$ cat src/rtl/div_seq_pkg.sv
// Shared types and width helpers for the serial divisibility sequencer.
// The remainder width is derived from the modulus so instances never override it.
package div_seq_pkg;

  typedef enum logic [1:0] {
    IDLE  = 2'd0,
    SHIFT = 2'd1,
    DONE  = 2'd2
  } div_state_t;

  // Narrowest register that holds 0..divisor-1; a modulus of 2 still needs one bit.
  function automatic int rem_width(input int divisor);
    return (divisor <= 2) ? 1 : $clog2(divisor);
  endfunction

endpackage

$ cat src/rtl/div_seq_ctrl_mod_n_step.sv
// One MSB-first step of the serial remainder: rem_next = (2*rem + bit) mod DIVISOR.
// Since rem < DIVISOR the doubled value is below 2*DIVISOR, so one conditional subtract suffices.
module mod_n_step #(
  parameter int DIVISOR = 3,
  parameter int REM_W   = 2
) (
  input  logic [REM_W-1:0] i_rem,
  input  logic             i_bit,
  output logic [REM_W-1:0] o_rem_next
);

  localparam logic [REM_W:0] DIV_VAL = (REM_W+1)'(DIVISOR);

  logic [REM_W:0] w_twice;

  assign w_twice    = {i_rem, i_bit};
  assign o_rem_next = (w_twice >= DIV_VAL) ? REM_W'(w_twice - DIV_VAL) : REM_W'(w_twice);

endmodule

$ cat src/rtl/div_seq_ctrl.sv
// Accepts parallel words, shifts them MSB-first through a mod-DIVISOR step and
// returns the divisibility flag and remainder over a valid/ready result handshake.
module div_seq_ctrl
  import div_seq_pkg::*;
#(
  parameter  int WORD_W  = 8,
  parameter  int DIVISOR = 3,
  parameter  int COUNT_W = 16,
  localparam int REM_W   = rem_width(DIVISOR)
) (
  input  logic               clk,
  input  logic               reset,
  input  logic               clear_i,
  input  logic               in_valid_i,
  output logic               in_ready_o,
  input  logic [WORD_W-1:0]  in_data_i,
  output logic               out_valid_o,
  input  logic               out_ready_i,
  output logic               out_div_o,
  output logic [REM_W-1:0]   out_rem_o,
  output logic               busy_o,
  output logic [COUNT_W-1:0] div_count_o
);

  localparam int CNT_W = $clog2(WORD_W + 1);

  div_state_t         r_state;
  logic [WORD_W-1:0]  r_shift;
  logic [REM_W-1:0]   r_rem;
  logic [CNT_W-1:0]   r_cnt;
  logic               r_out_valid;
  logic               r_out_div;
  logic [REM_W-1:0]   r_out_rem;
  logic [COUNT_W-1:0] r_div_count;

  logic [REM_W-1:0]   w_rem_next;
  logic               w_accept;
  logic               w_out_hs;

  mod_n_step #(
    .DIVISOR (DIVISOR),
    .REM_W   (REM_W)
  ) u_step (
    .i_rem      (r_rem),
    .i_bit      (r_shift[WORD_W-1]),
    .o_rem_next (w_rem_next)
  );

  // A result being taken frees the slot on the same edge, hence the out_ready_i path.
  assign in_ready_o = ~clear_i & ((r_state == IDLE) | ((r_state == DONE) & out_ready_i));
  assign w_accept   = in_valid_i & in_ready_o;
  assign w_out_hs   = r_out_valid & out_ready_i;

  always_ff @(posedge clk or posedge reset) begin
    if (reset) begin
      r_state     <= IDLE;
      r_shift     <= '0;
      r_rem       <= '0;
      r_cnt       <= '0;
      r_out_valid <= 1'b0;
      r_out_div   <= 1'b0;
      r_out_rem   <= '0;
      r_div_count <= '0;
    end else if (clear_i) begin
      r_state     <= IDLE;
      r_shift     <= '0;
      r_rem       <= '0;
      r_cnt       <= '0;
      r_out_valid <= 1'b0;
      r_out_div   <= 1'b0;
      r_out_rem   <= '0;
    end else begin
      case (r_state)
        IDLE: begin
          if (w_accept) begin
            r_shift <= in_data_i;
            r_rem   <= '0;
            r_cnt   <= CNT_W'(WORD_W);
            r_state <= SHIFT;
          end
        end

        SHIFT: begin
          r_shift <= r_shift << 1;
          r_rem   <= w_rem_next;
          r_cnt   <= r_cnt - CNT_W'(1);
          if (r_cnt == CNT_W'(1)) begin
            r_state     <= DONE;
            r_out_valid <= 1'b1;
            r_out_div   <= (w_rem_next == '0);
            r_out_rem   <= w_rem_next;
          end
        end

        DONE: begin
          if (w_out_hs) begin
            r_out_valid <= 1'b0;
            r_out_div   <= 1'b0;
            r_out_rem   <= '0;
            if (r_out_div && (r_div_count != {COUNT_W{1'b1}}))
              r_div_count <= r_div_count + COUNT_W'(1);
            if (w_accept) begin
              r_shift <= in_data_i;
              r_rem   <= '0;
              r_cnt   <= CNT_W'(WORD_W);
              r_state <= SHIFT;
            end else begin
              r_state <= IDLE;
            end
          end
        end

        default: r_state <= IDLE;
      endcase
    end
  end

  assign out_valid_o = r_out_valid;
  assign out_div_o   = r_out_div;
  assign out_rem_o   = r_out_rem;
  assign busy_o      = (r_state != IDLE);
  assign div_count_o = r_div_count;

endmodule

$ cat config.mk
export PLATFORM = sky130hd
export DESIGN_NAME = div_seq_ctrl
export DESIGN_NICKNAME = d
export VERILOG_FILES = /design/src/rtl/div_seq_pkg.sv /design/src/rtl/div_seq_ctrl_mod_n_step.sv /design/src/rtl/div_seq_ctrl.sv
export SDC_FILE = /design/constraint.sdc
export NUM_CORES = 1
export LEC_CHECK = 0
export BUFFER_PORTS_ARGS = -buffer_cell sky130_fd_sc_hd__buf_4
export CAP_MARGIN = 20
export CORE_MARGIN = 4
export CORE_UTILIZATION = 50
export CTS_CLUSTER_SIZE = 28
export DETAILED_ROUTE_END_ITERATION = 10
export PLACE_DENSITY = 0.87
export SLEW_MARGIN = 20
export SYNTH_ARGS = -nofsm -noshare
export SYNTH_HDL_FRONTEND = slang
export SYNTH_SLANG_ARGS = --single-unit
$ cat constraint.sdc
create_clock -name clk -period 1.7 [get_ports clk]
set_input_delay 0.17 -clock clk [delete_from_list [all_inputs] [get_ports clk]]
set_output_delay 0.17 -clock clk [all_outputs]
set_load 0.1 [all_outputs]
* Word level (Yosys, flattened, before mapping)
Index checks and enable logic that the tools add are counted.
Cells by class: add/subtract/negate cells 3, reduce and logical (&&, ||, !) cells 10, $lt $le $gt $ge 1, equality and inequality tests 7, mux-type cells 30, bitwise operators 6
Operators with widths (number):
- $mux W8 | 3
- $pmux W8 S3 | 1
- $mux W2 | 11
- $add A16 B1 Y16 const B | 1
- $ne A16 B16 Y1 const B | 1
- $mux W4 | 3
- $pmux W2 S3 | 2
- $pmux W4 S3 | 1
- $ne A3 B3 Y1 const B | 3
- $mux W1 | 6
- $reduce_and A3 Y1 | 2
- $and A1 B1 Y1 | 4
- $eq A4 B1 Y1 const B | 1
- $logic_not A2 Y1 | 2
- $pmux W1 S2 | 2
- $pmux W2 S2 | 1
- $reduce_and A4 Y1 | 1
- $reduce_bool A4 Y1 | 1
- $sub A4 B1 Y4 const B | 1
- $ge A3 B2 Y1 const B | 1
- $reduce_bool A3 Y1 | 1
- $eq A2 B1 Y1 const B | 1
- $eq A2 B2 Y1 const B | 1
- $reduce_and A2 Y1 | 1
- 5 further kinds | 5
Storage, ports and cells: input bits 13, register bits after elaboration 36

* Logic depth before layout (Yosys ltp)
Gate-level depths: netlist of run 1.
word-level depth 9, depth in mapped cells 8, mapped depth without buffers 6

* Cells and area by module
Synthesis of run 1 repeated with hierarchy kept, for this count alone.
Unflattened totals: cell total of the unflattened synthesis 198, area total of the unflattened synthesis 2048.2 sq um
Modules (own cells, without submodules):
- div_seq_ctrl | instances 1, sequential area each 900.9 sq um, cells an instance 192, area each 2001.9 sq um
- mod_n_step | instances 1, sequential area each 0.0 sq um, cells an instance 6, area each 46.3 sq um

* Worst setup path before layout of run 1
Ideal clock, no wire load.
path type flip-flop to flip-flop, from register r_state[0], to register r_shift[1], buffers on the path 2, cell stages (with the launch flop) 9, data arrival time 2.751 ns, setup time 0.066 ns, period minus slack after synthesis 2.817 ns, path slack -1.117 ns, path through dfrtp_1 inv_1 ha_1 buf_6 a21oi_1 nor2_1 and4b_1 clkbuf_1 a221o_1
Between the ends: word-level cells in the longest chain between the ends 9, elaborated cells on any way between the ends 14, those cells by class eq/ne: 3; mux: 4; bitwise: 4; reduce/logical: 3
RTL lines:
- start: declaration | line div_seq_ctrl.sv:27 | div_state_t r_state;
- start signal: assignment | line div_seq_ctrl.sv:56 | r_state <= IDLE;
- start signal: assignment | line div_seq_ctrl.sv:65 | r_state <= IDLE;
- start signal: assignment | line div_seq_ctrl.sv:79 | r_state <= SHIFT;
- $eq A2 B2 Y1 | line div_seq_ctrl.sv:50 | assign in_ready_o = ~clear_i & ((r_state == IDLE) | ((r_state == DONE) & out_ready_i));
- $and A1 B1 Y1 | line div_seq_ctrl.sv:50
- $or A1 B1 Y1 (*) | line div_seq_ctrl.sv:50
- $and A1 B1 Y1 (*) | line div_seq_ctrl.sv:50
- net in_ready_o | line div_seq_ctrl.sv:15 | output logic in_ready_o,
- $and A1 B1 Y1 (*) | line div_seq_ctrl.sv:51 | assign w_accept = in_valid_i & in_ready_o;
- $mux W8 (*)
- $mux W8
- $pmux W8 S3 (*) | line div_seq_ctrl.sv:73 | case (r_state)
- $mux W8 (*) | line div_seq_ctrl.sv:64 | end else if (clear_i) begin
- end signal: assignment | line div_seq_ctrl.sv:76 | r_shift <= in_data_i;
- end signal: assignment | line div_seq_ctrl.sv:84 | r_shift <= r_shift << 1;
- end signal: assignment | line div_seq_ctrl.sv:103 | r_shift <= in_data_i;
- end: declaration | line div_seq_ctrl.sv:28 | logic [WORD_W-1:0] r_shift;
Mark *: on every way through the listed nets, which the timed path passes. The rest lies on a longest branch. The select of a mux whose other input is x is not followed. A chain may end at the register's enable or synchronous reset.

* Final worst setup path of run 1
from register r_state[1], to register r_shift[6]
Between the ends: word-level cells in the longest chain between the ends 9, elaborated cells on any way between the ends 14, those cells by class eq/ne: 3; mux: 4; bitwise: 4; reduce/logical: 3
RTL lines (line):
- $eq A2 B2 Y1 | div_seq_ctrl.sv:50, div_seq_ctrl.sv:73
- $and A1 B1 Y1 | div_seq_ctrl.sv:50
- $or A1 B1 Y1 | div_seq_ctrl.sv:50
- $and A1 B1 Y1 | div_seq_ctrl.sv:50
- $and A1 B1 Y1 | div_seq_ctrl.sv:51
- $mux W8 (2 in a row)
- $pmux W8 S3 | div_seq_ctrl.sv:73
- $mux W8 | div_seq_ctrl.sv:64
Parallel ways exist; a longest one is shown, timed or not. The select of a mux whose other input is x is not followed.

==> results.ini, run 1 <==
[finish]
fin_area_mm2 = 0.00314
layout_commonest_cell = buf_4
drive_gt1_share_pct = 57.1
antenna_cells = 0
final_cell_mix = 65 x buf_4, 18 x dfrtp_1, 13 x dfrtp_4
regArea_um2 = 956
finish.net_count = 286
fin_util_pct = 83.2
multi_input_area_mm2 = 0.00133
stdcell_count = 314
syn2layout_area_growth_pct = 55.9
nFillCells = 192

[floorplanning]
die_h_um = 71.5
dieArea_mm2 = 0.00511
coreArea_mm2 = 0.00377
start_util_pct = 53.4
ios = 35
chipWidth_um = 71.5
rows = 22

[setup_path]
start_kind = flop
path_cells = ha_4 -> a21boi_4 -> buf_4 -> nor4b_4 -> and2_1 -> a221o_1
critPathTopFamily = simple AND/OR/NAND/NOR gates
endpoint_kind = flop
r2r-end = r_shift[6]
crit_fanout = 8
reg2reg_slack_ns = -0.14
path_class = reg -> reg
cpPeakStageDelay_ns = 0.44
path_buf_inv = 1
ff2ff_path_depth = 6
crit_slowest_cell = dfrtp_1
cp.required_ns = 1.93
cp.arrival_ns = 2.07
r2r-start = r_state[1]

[cts]
cts_buffers = 5
cts_max_path_buffers = 2
clkSinkCount = 36
cts_tree = done
htreeDepth = 2
clock-root-buffer = clkbuf_8
path_clk_slew_ns = 0.07
clkLatencyLatePin_ns = 0.29

[drt]
dr.pass1.iters = 4
drc = 0
vias_per_cell = 5.99
antenna_left = 0
post_drt_wl_per_cell_um = 20.1
drt-total-wl_um = 6300
initialDrtViolationCount = 117
vias = 1880

[grt]
grt_pass1_vias = 1915
grt_overflow = 0
globalRouteTotalUtil_pct = 22.4
grt_pass1_wl_um = 8960
grt_max_degree = 37
antenna_found_initial = 0

[min_path]
hold_class = in -> reg
worstHoldStart = in_data_i[4]
hold_depth = 2
hold_end = r_shift[4]

[synthesis]
syn-instance-count = 185
yosysSeqAreaShare_pct = 44.7
synth_cell_type_count = 47
ys.flop_type = dfrtp_1
ys_ff_latch = 36
syn_avg_cell_area_um2 = 10.9
synth.net_count = 206
syn_area_mm2 = 0.00201
async_flop_share_pct = 100
yosysWarnings = 0
synth_edf_count = 0

[sta]
finClkSkew_ns = 0.00152
slew_violations = 0
hold_violations = 0
setup_violations = 22
final.period_utilization_pct = 108
rsz0062_at_grt = yes
period_needed_ns = 1.84
worst_hold_slack_ns = 0.108
fin_ws_ns = -0.137
slew_headroom_pct = 69.7
fmax_mhz = 544
tightest_slew_ns = 0.455

[place]
place_area_mm2 = 0.00264
dp_hpwl_um = 3610
placed_cells = 293
portBuffers = 34
globalplace.congestion = 0.800

[power]
ir_drop_mv = 1.98
leakagePower_uw = 0.00141
power_density_mw_per_mm2 = 1540
fin_total_pwr_uw = 4830

[flow_run]
cap_violations = 0

[run_status]
violations = negative setup slack
outcome = complete, but fails checks

==> per-stage QoR <==
| step | TNS (ns) | setup WS, ns |
|---|---|---|
| after floorplan | -2.24 | -0.222 |
| after global placement | -1.41 | -0.123 |
| after detailed placement | -2.92 | -0.220 |
| after CTS | -0.339 | -0.0410 |
| after global routing | -3.69 | -0.224 |
| final | -1.94 | -0.137 |
==> timing repair <==
action / 4_1_cts / 5_1_grt
resized for setup: 34 / 30
endpoints found under the setup margin: 32 / 29
hold buffers: 1 / 0
setup buffers: 6 / 8
hold endpoints to repair: 36 / 0
gates cloned: 0 / 1
pin swaps: 17 / 16
==> power breakdown <==
group / switching, µW / internal [µW]
clock network: 319 / 331
logic: 1630 / 1330
registers: 174 / 1040
total: 2120 / 2710
==> logic make-up after synthesis <==
family          count (synthesis)  share of synthesized area, %
simple gates                   72                          23.6
fa+ha+maj                       8                          4.97
buf+inv                        17                          3.92
flops                          36                          44.7
compound gates                 32                          12.8
mux                            12                          6.46
xor+xnor                        8                          3.48
==> how the worst max path moves through the flow <==
stage / from / slack [ns] / depth (start not counted) / end
2_1_floorplan: r_state[0] / -0.22 / 8 / r_shift[1]
3_3_place_gp: r_state[0] / -0.12 / 6 / r_shift[4]
3_5_place_dp: r_state[0] / -0.22 / 6 / r_shift[6]
4_1_cts: r_state[1] / -0.04 / 6 / in_ready_o
5_1_grt: r_state[1] / -0.22 / 6 / r_shift[6]
6_report: r_state[1] / -0.14 / 6 / r_shift[6]
==> cell usage after synthesis, types with 2 or more instances <==
library cell / instances / area, µm²
mux2_2: 6 / 67.6
o21a_1: 2 / 15.0
clkbuf_1: 5 / 18.8
nor2_1: 10 / 37.5
a22o_1: 2 / 17.5
xnor2_1: 7 / 61.3
ha_1: 8 / 100
nand2_1: 8 / 30.0
mux2_1: 2 / 22.5
and4_1: 4 / 35.0
nor3_1: 3 / 15.0
buf_6: 2 / 22.5
nor2b_1: 3 / 18.8
a31oi_1: 2 / 12.5
a21oi_1: 6 / 30.0
nand4_1: 4 / 25.0
inv_1: 10 / 37.5
and2_1: 6 / 37.5
mux2i_1: 4 / 40.0
a221o_1: 6 / 60.1
dfrtp_1: 36 / 901
and3_1: 8 / 50.1
nor3b_1: 2 / 15.0
nand3_1: 10 / 50.1
o21ai_0: 2 / 10.0
a41oi_1: 3 / 26.3
a211oi_1: 4 / 30.0
==> sequential cells by signal (all words and copies together) (netlist names) <==
| signal | count |
|---|---|
| div_count_o | 16 |
| r_shift | 8 |
| r_cnt | 4 |
| out_rem_o | 2 |
| r_rem | 2 |
| r_state | 2 |
| out_div_o | 1 |
| out_valid_o | 1 |
==> metal layers <==
metal	vias to the layer above	wire, µm	GRT usage [%]	share of wire, %
met2	83	3300	39.1	52
met4	0	179	8.77	2.8
met1	942	2460	26.3	39
met5	-	0	0	0
met3	19	359	5.47	5.7
li1	836	-	-	-
==> area by class of cell <==
cell class	count	share of cell area [%]
flip-flops and latches	36	30.5
clock buffers	8	2.87
repair buffers	79	21.1
multi-input cells	133	42.5
well taps	48	1.91
inverters	10	1.20
Note: power is estimated with default switching activity, not from simulation.
==> run 2: changes to the inputs <==
CAP_MARGIN = 25   (was 20)
clock period = 1.5 ns   (was 1.7 ns; I/O delays follow)
==> results.ini, run 2 (synthesis gave the netlist of run 1 again) <==
[drt]
vias = 1983  ; +5.5%
dr.pass1.iters = 4  ; unchanged
post_drt_wl_per_cell_um = 20.4  ; +1.6%
initialDrtViolationCount = 158  ; +35%
drc = 0  ; unchanged
drt-total-wl_um = 6710  ; +6.5%
vias_per_cell = 6.03  ; +0.67%
antenna_left = 0  ; unchanged

[setup_path]
cp.required_ns = 1.67  ; -0.26 ns
crit_fanout = 6  ; -2
cp.arrival_ns = 2.01  ; -0.06 ns
endpoint_kind = flop
start_kind = flop
path_class = reg -> reg

[finish]
final_cell_mix = 81 x buf_4, 17 x dfrtp_1, 14 x dfrtp_4
nFillCells = 165  ; -14%
fin_util_pct = 87.1  ; +3.9 points
fin_area_mm2 = 0.00329  ; +4.7%
drive_gt1_share_pct = 61.9  ; +4.8 points
layout_commonest_cell = buf_4
largest_register_ffs = 16  ; unchanged
finish.net_count = 301  ; +5.2%
antenna_cells = 0  ; unchanged
stdcell_count = 329  ; +4.8%
syn2layout_area_growth_pct = 63.2

[grt]
grt_max_degree = 37  ; unchanged
grt_overflow = 0  ; unchanged
grt_pass1_wl_um = 9920  ; +11%
grt_pass1_vias = 2041  ; +6.6%
globalRouteTotalUtil_pct = 24.8  ; +2.4 points
antenna_found_initial = 0  ; unchanged

[sta]
hold_violations = 0  ; unchanged
finClkSkew_ns = 0.00621  ; +0.00468 ns
period_needed_ns = 1.83  ; -0.00447 ns
fin_ws_ns = -0.333  ; -0.196 ns
tightest_slew_ns = 0.463  ; +0.00831 ns
fmax_mhz = 546  ; +0.24%
rsz0062_at_grt = yes
setup_tns_ns = -8.23  ; -6.29 ns
slew_headroom_pct = 69.1  ; -0.55 points
setup_violations = 38  ; +73%
final.period_utilization_pct = 122  ; +14 points
slew_violations = 0  ; unchanged

[cts]
cts_buffers = 5  ; unchanged
path_clk_slew_ns = 0.07  ; about the same
cts_tree = done
clock-root-buffer = clkbuf_8
clkLatencyLatePin_ns = 0.29  ; about the same
cts_max_path_buffers = 2  ; unchanged
clkSinkCount = 36  ; unchanged
htreeDepth = 2  ; unchanged

[floorplanning]
rows = 22  ; unchanged
dieArea_mm2 = 0.00511  ; unchanged
coreArea_mm2 = 0.00377  ; unchanged
die_h_um = 71.5  ; unchanged
start_util_pct = 53.4  ; unchanged
chipWidth_um = 71.5  ; unchanged
ios = 35  ; unchanged

[flow_run]
cap_violations = 0  ; unchanged

[power]
p_sw_uw = 2360  ; +11%
swShare_pct = 42.6  ; -1.3 points
ir_drop_mv = 1.50  ; -24%
power_density_mw_per_mm2 = 1690  ; +9.6%
pwr-share-seq_pct = 24.5  ; -0.7 points
clkPwrFrac_pct = 15.5  ; +2.0 points
p_int_uw = 3180  ; +17%
leakagePower_uw = 0.00150  ; +6.6%
p_comb_share_pct = 60.0  ; -1.3 points
fin_total_pwr_uw = 5540  ; +15%

[run_status]
violations = negative setup slack
outcome = complete, but fails checks

[place]
portBuffers = 34  ; unchanged
globalplace.congestion = 0.779  ; -2.6%
placed_cells = 306  ; +4.4%
dp_hpwl_um = 3690  ; +2.4%
place_area_mm2 = 0.00275  ; +4.2%

[min_path]
hold_class = in -> reg

[run 2: path summary, 6_finish.rpt]
path / from / to / slack [ns] / depth (start not counted)
setup / recovery: r_state[0] / r_shift[6] / -0.33 / 7
hold / removal: in_data_i[4] / r_shift[4] / 0.09 / 2
setup reg to reg: r_state[0] / r_shift[6] / -0.33 / 7
hold reg to reg: r_shift[4] / r_shift[4] / 0.51 / 1
max in group asynchronous: reset / out_valid_o / 0.62 / 4
min in group asynchronous: reset / div_count_o[3] / 0.52 / 4
[run 2: routing by layer]
| metal | global-route usage (%) | routed length (µm) |
|---|---|---|
| met5 | 0 | 0 |
| met4 | 10.9 | 275 |
| met3 | 5.75 | 391 |
| met2 | 43.9 | 3590 |
| met1 | 28.4 | 2450 |
[run 2: what timing repair did]
action | 4_1_cts | 5_1_grt
setup buffers | 8 | 7
resized for setup | 44 | 20
hold endpoints to repair | 36 | 0
hold buffers | 1 | 0
setup endpoints to repair | 38 | 38
pin swaps | 22 | 7
[run 2: worst max-delay path, cell delays in order (launching register included)]
cell and delay [ns]:
dfrtp_1 0.40, inv_2 0.09, buf_4 0.12, ha_4 0.20, nor2_4 0.15, nor2_1 0.11, and4b_2 0.29, a221o_1 0.34
[run 2: power by group through the flow]
stage	logic [µW]	clock network, µW	registers, µW
2_1_floorplan	1150	0	1700
3_3_place_gp	2350	0	1330
3_5_place_dp	2410	0	1340
4_1_cts	2960	855	1340
5_1_grt	3470	906	1380
6_report	3320	858	1360
[run 2: layout make-up]
| class | instances | area, µm² | area share (%) |
|---|---|---|---|
| multi-input cells | 132 | 1330 | 40.4 |
| flip-flops and latches | 36 | 960 | 29.2 |
| repair buffers | 95 | 791 | 24.1 |
| clock buffers | 6 | 72.6 | 2.21 |
| well taps | 48 | 60.1 | 1.83 |
| inverters | 10 | 40.0 | 1.22 |
| clock inverters | 2 | 35.0 | 1.07 |
[run 2: metrics by stage]
stage,worst slack (ns),hold slack [ns]
finish,-0.333,0.0905
global placement,-0.326,0.281
CTS,-0.236,0.0887
detailed placement,-0.407,0.297
global route,-0.438,0.0858
floorplan,-0.422,0.296
==> run 3: changes to the inputs <==
CTS_BUF_LIST = sky130_fd_sc_hd__clkbuf_8 sky130_fd_sc_hd__clkbuf_16   (was default)
==> results.ini, run 3 (synthesis gave the netlist of run 1 again) <==
[drt]
dr.pass1.iters = 4  ; unchanged
post_drt_wl_per_cell_um = 20.4  ; about the same
vias_per_cell = 6.03  ; unchanged
vias = 1983  ; unchanged
drc = 0  ; unchanged
wl_met3_um = 391  ; unchanged
drt-total-wl_um = 6710  ; about the same
highest_layer = met4
antenna_left = 0  ; unchanged
wl_met2_um = 3590  ; unchanged
route.layer.met1.wl_um = 2450  ; unchanged
initialDrtViolationCount = 158  ; unchanged

[setup_path]
reg2reg_slack_ns = -0.33  ; about the same
r2r-start = r_state[0]
start_kind = flop
cp.arrival_ns = 2.01  ; about the same
cpPeakStageDelay_ns = 0.40  ; about the same
crit_slowest_cell = dfrtp_1
path_class = reg -> reg
endpoint_kind = flop
crit_fanout = 6  ; unchanged
path_cells = inv_2 -> buf_4 -> ha_4 -> nor2_4 -> nor2_1 -> and4b_2 -> a221o_1
r2r-end = r_shift[6]
cp.required_ns = 1.67  ; about the same
ff2ff_path_depth = 7  ; unchanged

[finish]
syn2layout_area_growth_pct = 63.2  ; unchanged
fin_util_pct = 87.1  ; unchanged
multi_input_area_mm2 = 0.00133  ; unchanged
final_cell_mix = 81 x buf_4, 17 x dfrtp_1, 14 x dfrtp_4
nFillCells = 165  ; unchanged
layout_commonest_cell = buf_4
finish.net_count = 301  ; unchanged
regArea_um2 = 960  ; unchanged
drive_gt1_share_pct = 61.9  ; unchanged
antenna_cells = 0  ; unchanged
largest_register_ffs = 16  ; unchanged

[flow_run]
cap_violations = 0  ; unchanged

[cts]
cts_buffers = 5  ; unchanged
clock-root-buffer = clkbuf_8
cts_max_path_buffers = 2  ; unchanged
cts_tree = done
clkLatencyLatePin_ns = 0.29  ; about the same
htreeDepth = 2  ; unchanged
path_clk_slew_ns = 0.07  ; about the same
clkSinkCount = 36  ; unchanged

[sta]
final.period_utilization_pct = 122  ; unchanged
slew_headroom_pct = 69.1  ; unchanged
period_needed_ns = 1.83  ; unchanged
slew_violations = 0  ; unchanged
rsz0062_at_grt = yes
finClkSkew_ns = 0.00621  ; unchanged
setup_tns_ns = -8.22  ; +0.00423 ns
fin_ws_ns = -0.333  ; unchanged
fmax_mhz = 546  ; unchanged
setup_violations = 38  ; unchanged
tightest_slew_ns = 0.463  ; unchanged
hold_violations = 0  ; unchanged

[min_path]
hold_depth = 2  ; unchanged
hold_class = in -> reg
worstHoldStart = in_data_i[4]
hold_end = r_shift[4]

[place]
portBuffers = 34  ; unchanged
globalplace.congestion = 0.779  ; unchanged
dp_hpwl_um = 3690  ; unchanged

[grt]
grt_max_degree = 37  ; unchanged
grt_pass1_vias = 2041  ; unchanged
globalRouteTotalUtil_pct = 24.8  ; unchanged
grt_pass1_wl_um = 9920  ; unchanged
grt_overflow = 0  ; unchanged
antenna_found_initial = 0  ; unchanged

[floorplanning]
ios = 35  ; unchanged
start_util_pct = 53.4  ; unchanged
rows = 22  ; unchanged
chipWidth_um = 71.5  ; unchanged
coreArea_mm2 = 0.00377  ; unchanged
dieArea_mm2 = 0.00511  ; unchanged
die_h_um = 71.5  ; unchanged

[run_status]
outcome = complete, but fails checks
violations = negative setup slack

[power]
ir_drop_mv = 1.50  ; unchanged
leakagePower_uw = 0.00151  ; +0.28%
power_density_mw_per_mm2 = 1680  ; -0.11%

==> run 3: changes by cell type in the layout (fill, tap and decap cells not counted) <==
| cell | before | now |
|---|---|---|
| inv_1 | 6 | 7 |
| clkbuf_1 | 1 | 0 |
==> run 3: area by class of cell <==
| type | instances | share of cell area (%) |
|---|---|---|
| tap | 48 | 1.83 |
| timing repair buffer | 95 | 24.1 |
| inverter | 10 | 1.22 |
| multi-input combinational | 132 | 40.4 |
| clock inverter | 3 | 1.18 |
| clock buffer | 5 | 2.09 |
| sequential | 36 | 29.2 |
==> run 3: critical path: cells and delay by family (launching register included) <==
| kind | cells | cell delay [ns] |
|---|---|---|
| adders and majority gates | 1 | 0.20 |
| buffers and inverters | 2 | 0.21 |
| DFF | 1 | 0.40 |
| and+or+nand+nor | 3 | 0.55 |
| AOI/OAI and AO/OA | 1 | 0.34 |
==> run 3: how the worst max path moves through the flow <==
stage	startpoint	endpoint	slack, ns	cells after the start
after global routing	r_state[0]	r_shift[0]	-0.44	8
after global placement	r_state[0]	r_shift[4]	-0.33	6
after detailed placement	r_state[0]	r_shift[6]	-0.41	6
after floorplan	r_state[0]	r_shift[1]	-0.42	8
final	r_state[0]	r_shift[6]	-0.33	7
after CTS	r_state[1]	r_shift[6]	-0.24	7
==> run 3: per-layer routing <==
metal,GRT usage (%),vias up
li1,-,875
met1,28.4,977
met2,43.9,104
met3,5.75,27
met5,0,-
met4,10.9,0
==> run 3: stage by stage <==
stage	hold slack, ns	cells	total power (µW)	instance area [µm²]	setup WS, ns
4_1_cts	0.0882	322	5150	3130	-0.236
5_1_grt	0.0858	329	5750	3290	-0.438
3_3_place_gp	0.281	306	3680	2750	-0.326
2_1_floorplan	0.296	185	2850	2140	-0.422
3_5_place_dp	0.297	306	3750	2750	-0.407
6_report	0.0905	329	5530	3290	-0.333
==> run 3: where the power goes <==
group | internal, µW | switching (µW)
Combinational | 1500 | 1820
Clock | 487 | 366
Sequential | 1180 | 175
Total | 3170 | 2360
==> run 3: timing repair <==
action,CTS,global route
gates resized for setup,44,20
hold buffers,1,0
setup buffers,8,7
setup endpoints to repair,38,38
pin swaps,22,7
hold endpoints to repair,36,0
